$ cat config.mk
export PLATFORM = sky130hd
export DESIGN_NAME = mux_4x1_opselect_8bit_flat
export DESIGN_NICKNAME = d
export VERILOG_FILES = /design/src/rtl/mux_4x1_opselect_8bit_pkg.sv /design/src/rtl/mux_4x1_opselect_8bit_if.sv /design/src/rtl/mux_4x1_opselect_8bit.sv /design/src/flat_wrapper.sv
export SDC_FILE = /design/constraint.sdc
export NUM_CORES = 1
export LEC_CHECK = 0
export ABC_AREA = 1
export BUFFER_PORTS_ARGS = -buffer_cell sky130_fd_sc_hd__buf_4
export CORE_MARGIN = 4
export CORE_UTILIZATION = 40
export DETAILED_ROUTE_END_ITERATION = 8
export PLACE_DENSITY = 0.82
export SETUP_SLACK_MARGIN = 0.2
export SLEW_MARGIN = 25
export SYNTH_ARGS = -nofsm -noshare
export SYNTH_HDL_FRONTEND = slang
export SYNTH_SLANG_ARGS = --single-unit
$ cat constraint.sdc
create_clock -name CLK -period 1.8 [get_ports CLK]
set_input_delay 0.27 -clock CLK [delete_from_list [all_inputs] [get_ports CLK]]
set_output_delay 0.27 -clock CLK [all_outputs]
set_load 0.01 [all_outputs]
$ cat src/rtl/mux_4x1_opselect_8bit_pkg.sv
// rtl/mux_4x1_opselect_8bit_pkg.sv - ALUOP codes and reset constants shared with the control unit
package alu_pkg;

  localparam int unsigned WIDTH = 8;
  localparam int unsigned SEL_W = 3;

  localparam logic [2:0] ALUOP_FWD = 3'b000;
  localparam logic [2:0] ALUOP_ADD = 3'b001;
  localparam logic [2:0] ALUOP_AND = 3'b010;
  localparam logic [2:0] ALUOP_OR  = 3'b011;

  localparam logic [WIDTH-1:0] RESULT_RESET = 8'h00;

endpackage

$ cat src/rtl/mux_4x1_opselect_8bit_if.sv
// rtl/mux_4x1_opselect_8bit_if.sv - operand, select and result bundle of the ALU result selector
interface mux_4x1_opselect_8bit_if #(
  parameter int unsigned WIDTH = 8,
  parameter int unsigned SEL_W = 3
);

  logic [WIDTH-1:0] FORWARD_RESULT;
  logic [WIDTH-1:0] ADD_RESULT;
  logic [WIDTH-1:0] AND_RESULT;
  logic [WIDTH-1:0] OR_RESULT;
  logic [SEL_W-1:0] SELECT;
  logic [WIDTH-1:0] RESULT;
  logic             SEL_INVALID;

  modport master (
    output FORWARD_RESULT, ADD_RESULT, AND_RESULT, OR_RESULT, SELECT,
    input  RESULT, SEL_INVALID
  );

  modport slave (
    input  FORWARD_RESULT, ADD_RESULT, AND_RESULT, OR_RESULT, SELECT,
    output RESULT, SEL_INVALID
  );

endinterface

$ cat src/rtl/mux_4x1_opselect_8bit.sv
// rtl/mux_4x1_opselect_8bit.sv - registered 4:1 ALU result selector with reserved-code flag
module mux_4x1_opselect_8bit
  import alu_pkg::*;
#(
  parameter int unsigned WIDTH = 8,
  parameter int unsigned SEL_W = 3
) (
  input  logic CLK,
  input  logic RESET,
  mux_4x1_opselect_8bit_if.slave bus
);

  logic [WIDTH-1:0] result_d, result_q;
  logic             invalid_d, invalid_q;

  // Reserved codes and any X/Z on SELECT fall through to the default arm.
  always_comb begin
    result_d  = WIDTH'(RESULT_RESET);
    invalid_d = 1'b1;
    case (bus.SELECT)
      SEL_W'(ALUOP_FWD): begin result_d = bus.FORWARD_RESULT; invalid_d = 1'b0; end
      SEL_W'(ALUOP_ADD): begin result_d = bus.ADD_RESULT;     invalid_d = 1'b0; end
      SEL_W'(ALUOP_AND): begin result_d = bus.AND_RESULT;     invalid_d = 1'b0; end
      SEL_W'(ALUOP_OR):  begin result_d = bus.OR_RESULT;      invalid_d = 1'b0; end
      default: begin
        result_d  = WIDTH'(RESULT_RESET);
        invalid_d = 1'b1;
      end
    endcase
  end

  always_ff @(posedge CLK) begin
    if (RESET) begin
      result_q  <= WIDTH'(RESULT_RESET);
      invalid_q <= 1'b0;
    end else begin
      result_q  <= result_d;
      invalid_q <= invalid_d;
    end
  end

  assign bus.RESULT      = result_q;
  assign bus.SEL_INVALID = invalid_q;

endmodule

$ cat src/flat_wrapper.sv
// flat-port wrapper written by rule: the top's interface ports become plain ports
module mux_4x1_opselect_8bit_flat import alu_pkg::*;
#(
  parameter int unsigned WIDTH = 8,
  parameter int unsigned SEL_W = 3
)
  (CLK, RESET, bus_FORWARD_RESULT, bus_ADD_RESULT, bus_AND_RESULT, bus_OR_RESULT, bus_SELECT, bus_RESULT, bus_SEL_INVALID);
  mux_4x1_opselect_8bit_if #(.WIDTH(WIDTH), .SEL_W(SEL_W)) bus_i ();
  input  logic CLK;
  input  logic RESET;
  input wire logic [$bits(bus_i.FORWARD_RESULT)-1:0] bus_FORWARD_RESULT;
  input wire logic [$bits(bus_i.ADD_RESULT)-1:0] bus_ADD_RESULT;
  input wire logic [$bits(bus_i.AND_RESULT)-1:0] bus_AND_RESULT;
  input wire logic [$bits(bus_i.OR_RESULT)-1:0] bus_OR_RESULT;
  input wire logic [$bits(bus_i.SELECT)-1:0] bus_SELECT;
  output wire logic [$bits(bus_i.RESULT)-1:0] bus_RESULT;
  output wire logic [$bits(bus_i.SEL_INVALID)-1:0] bus_SEL_INVALID;
  assign bus_i.FORWARD_RESULT = bus_FORWARD_RESULT;
  assign bus_i.ADD_RESULT = bus_ADD_RESULT;
  assign bus_i.AND_RESULT = bus_AND_RESULT;
  assign bus_i.OR_RESULT = bus_OR_RESULT;
  assign bus_i.SELECT = bus_SELECT;
  assign bus_RESULT = bus_i.RESULT;
  assign bus_SEL_INVALID = bus_i.SEL_INVALID;
  mux_4x1_opselect_8bit #(.WIDTH(WIDTH), .SEL_W(SEL_W)) u_core (.CLK(CLK), .RESET(RESET), .bus(bus_i));
endmodule
==> metrics.cfg <==
[status]
status=finished, final reports clean

[place]
gp_congestion=0.777
detailedPlace.worstSlack_ns=0.737
io_buffers=45
placed_area_um2=871
placed_cells=137

[worst_setup_path]
worstSetupEndpointType=output port
cp_slowest_cell=dfxtp_1
start_kind=register
crit_arrival_ns=0.70
critPathKind=register to output port
path_buf_inv=1
slowest_delay_ns=0.31
cp-startpoint=u_core.bus.RESULT[4]
worst_ep_required_time_ns=1.53
critPathMaxFanout=1
worstPathCellList=buf_4
critPathTopFamily=flip-flops
worst-path-stages=1

[logic_synthesis]
synth_area_um2=577
ys_seq_elements=9
ys_types=12
yosysSeqAreaShare=0.312
syn_avg_cell_area_um2=6.79
synth_top_area_share=0.312
ys_top_cells_by_area=dfxtp_1, nand4_1, nand3_1
yosysWarnings=0
synth_top_area_cell=dfxtp_1
netlist_instances=85
synth_nets=122

[global_route]
grt_max_degree=18
grt_pass1_wl_um=2600
use_met2=0.321
grt.busiest_layer=met2
grt_use_total=0.167
antenna_found_initial=0
met3_usage=0.0356
globalRouteOverflowTotal=0
grt_pass1_vias=669
grt.met1_usage=0.182

[pwr]
p_leak_nw=0.488
vdd_ir_drop_max_uv=264
power.density_nw_per_um2=573

[timing]
clock.fmax_mhz=1030
hold_violations=0
rsz0062_at_grt=false
period_share=0.539
drv_slew=0
final-setup-viol-count=0
tightest_slew_ns=0.237
fin_setup_tns_ns=0
min_period_ns=0.971
timing.hold.ws_ns=0.243
slew_headroom=0.842
fin_ws_ns=0.829

[routing]
dr.pass1.iters=4
drc_errors=0
drt-total-wl_um=1750
post_drt_wl_per_cell_um=12.4
vias_per_cell=5.17
first_iter_violations=34
via_count=729
ant_nets=0

[clocking]
cts_tree=done
htreeDepth=1
holdBufCountCts=0
cts_resized=0
cts_num_sinks=9
post_cts_buffers=0
cts_max_path_buffers=2
clk_pin_slew_ns=0.06
root_buffer=clkbuf_4
cts_buffers=3

[floorplanning]
core-area_um2=1330
die_x_um=46.0
initial_core_util=0.432
rows=13
die_h_um=46.0
io_pins=46
die_area_um2=2110

[cells_and_area]
fill_cells=119
final_area_um2=897
diodes=0
instances_no_fill=141
nNetsFinal=164
area_growth_pct=55.5
drive_above_1_share=0.405

[min_path]
holdPathStages=2
hp-start=RESET
min-delay-path-class=input pin to register

[job]
maxCapViolations=0

[where the power goes]
| part | total, W | internal [W] | leakage, nW | switching [W] |
|---|---|---|---|---|
| clock | 0.000153 | 0.0000852 | 0.0150 | 0.0000673 |
| sequential | 0.000213 | 0.000210 | 0.0740 | 0.00000305 |
| combinational | 0.000148 | 0.0000796 | 0.399 | 0.0000685 |
[synthesized netlist by cell type (all sizes together)]
master and n:
nor2 18, nand2 16, nand3 16, nand4 16, dfxtp 9, buf 8
inv 2
[area by class of cell]
cell class | count | area, µm² | area share
clock buffer | 4 | 26.3 | 0.0293
inverter | 2 | 10.0 | 0.0112
multi-input combinational | 66 | 324 | 0.361
sequential | 9 | 180 | 0.201
tap | 15 | 18.8 | 0.0209
timing repair buffer | 45 | 338 | 0.377
[registers in the layout, summed over array words and instances, names as in the netlist]
| register | count |
|---|---|
| u_core.bus.RESULT | 8 |
| u_core.bus.SEL_INVALID | 1 |
[cell usage in the layout (no fill, tap or decap)]
| cell | Yosys | layout |
|---|---|---|
| nand4_1 | 16 | 16 |
| clkbuf_4 | 0 | 3 |
| nand2_1 | 16 | 16 |
| nor2_8 | 1 | 1 |
| clkbuf_1 | 0 | 1 |
| inv_2 | 1 | 1 |
| nand3_1 | 16 | 16 |
| dfxtp_1 | 9 | 9 |
| buf_4 | 2 | 45 |
| inv_4 | 1 | 1 |
| nor2_1 | 17 | 17 |
[kinds of logic after synthesis]
kind of cell | count (synthesis) | synth area share
simple gates | 66 | 0.562
buf+inv | 10 | 0.126
flops | 9 | 0.312
[path summary, 6_finish.rpt]
kind / endpoint / slack (ns)
worst min-delay path: u_core.bus.RESULT[4] / 0.24
worst max-delay path: bus_RESULT[4] / 0.83
[stage by stage]
| stage | total power (W) | util |
|---|---|---|
| after CTS | 0.000516 | 0.673 |
| after global routing | 0.000539 | 0.673 |
| after global placement | 0.000363 | 0.653 |
| after floorplan | 0.000287 | - |
| after detailed placement | 0.000366 | 0.653 |
| final | 0.000514 | 0.673 |
[routing by layer]
metal / part of all wire / up-vias
li1: - / 378
met1: 0.38 / 325
met2: 0.54 / 24
met3: 0.074 / 2
met4: 0.0040 / 0
met5: 0 / -
Power figures use the tool's default switching activity.
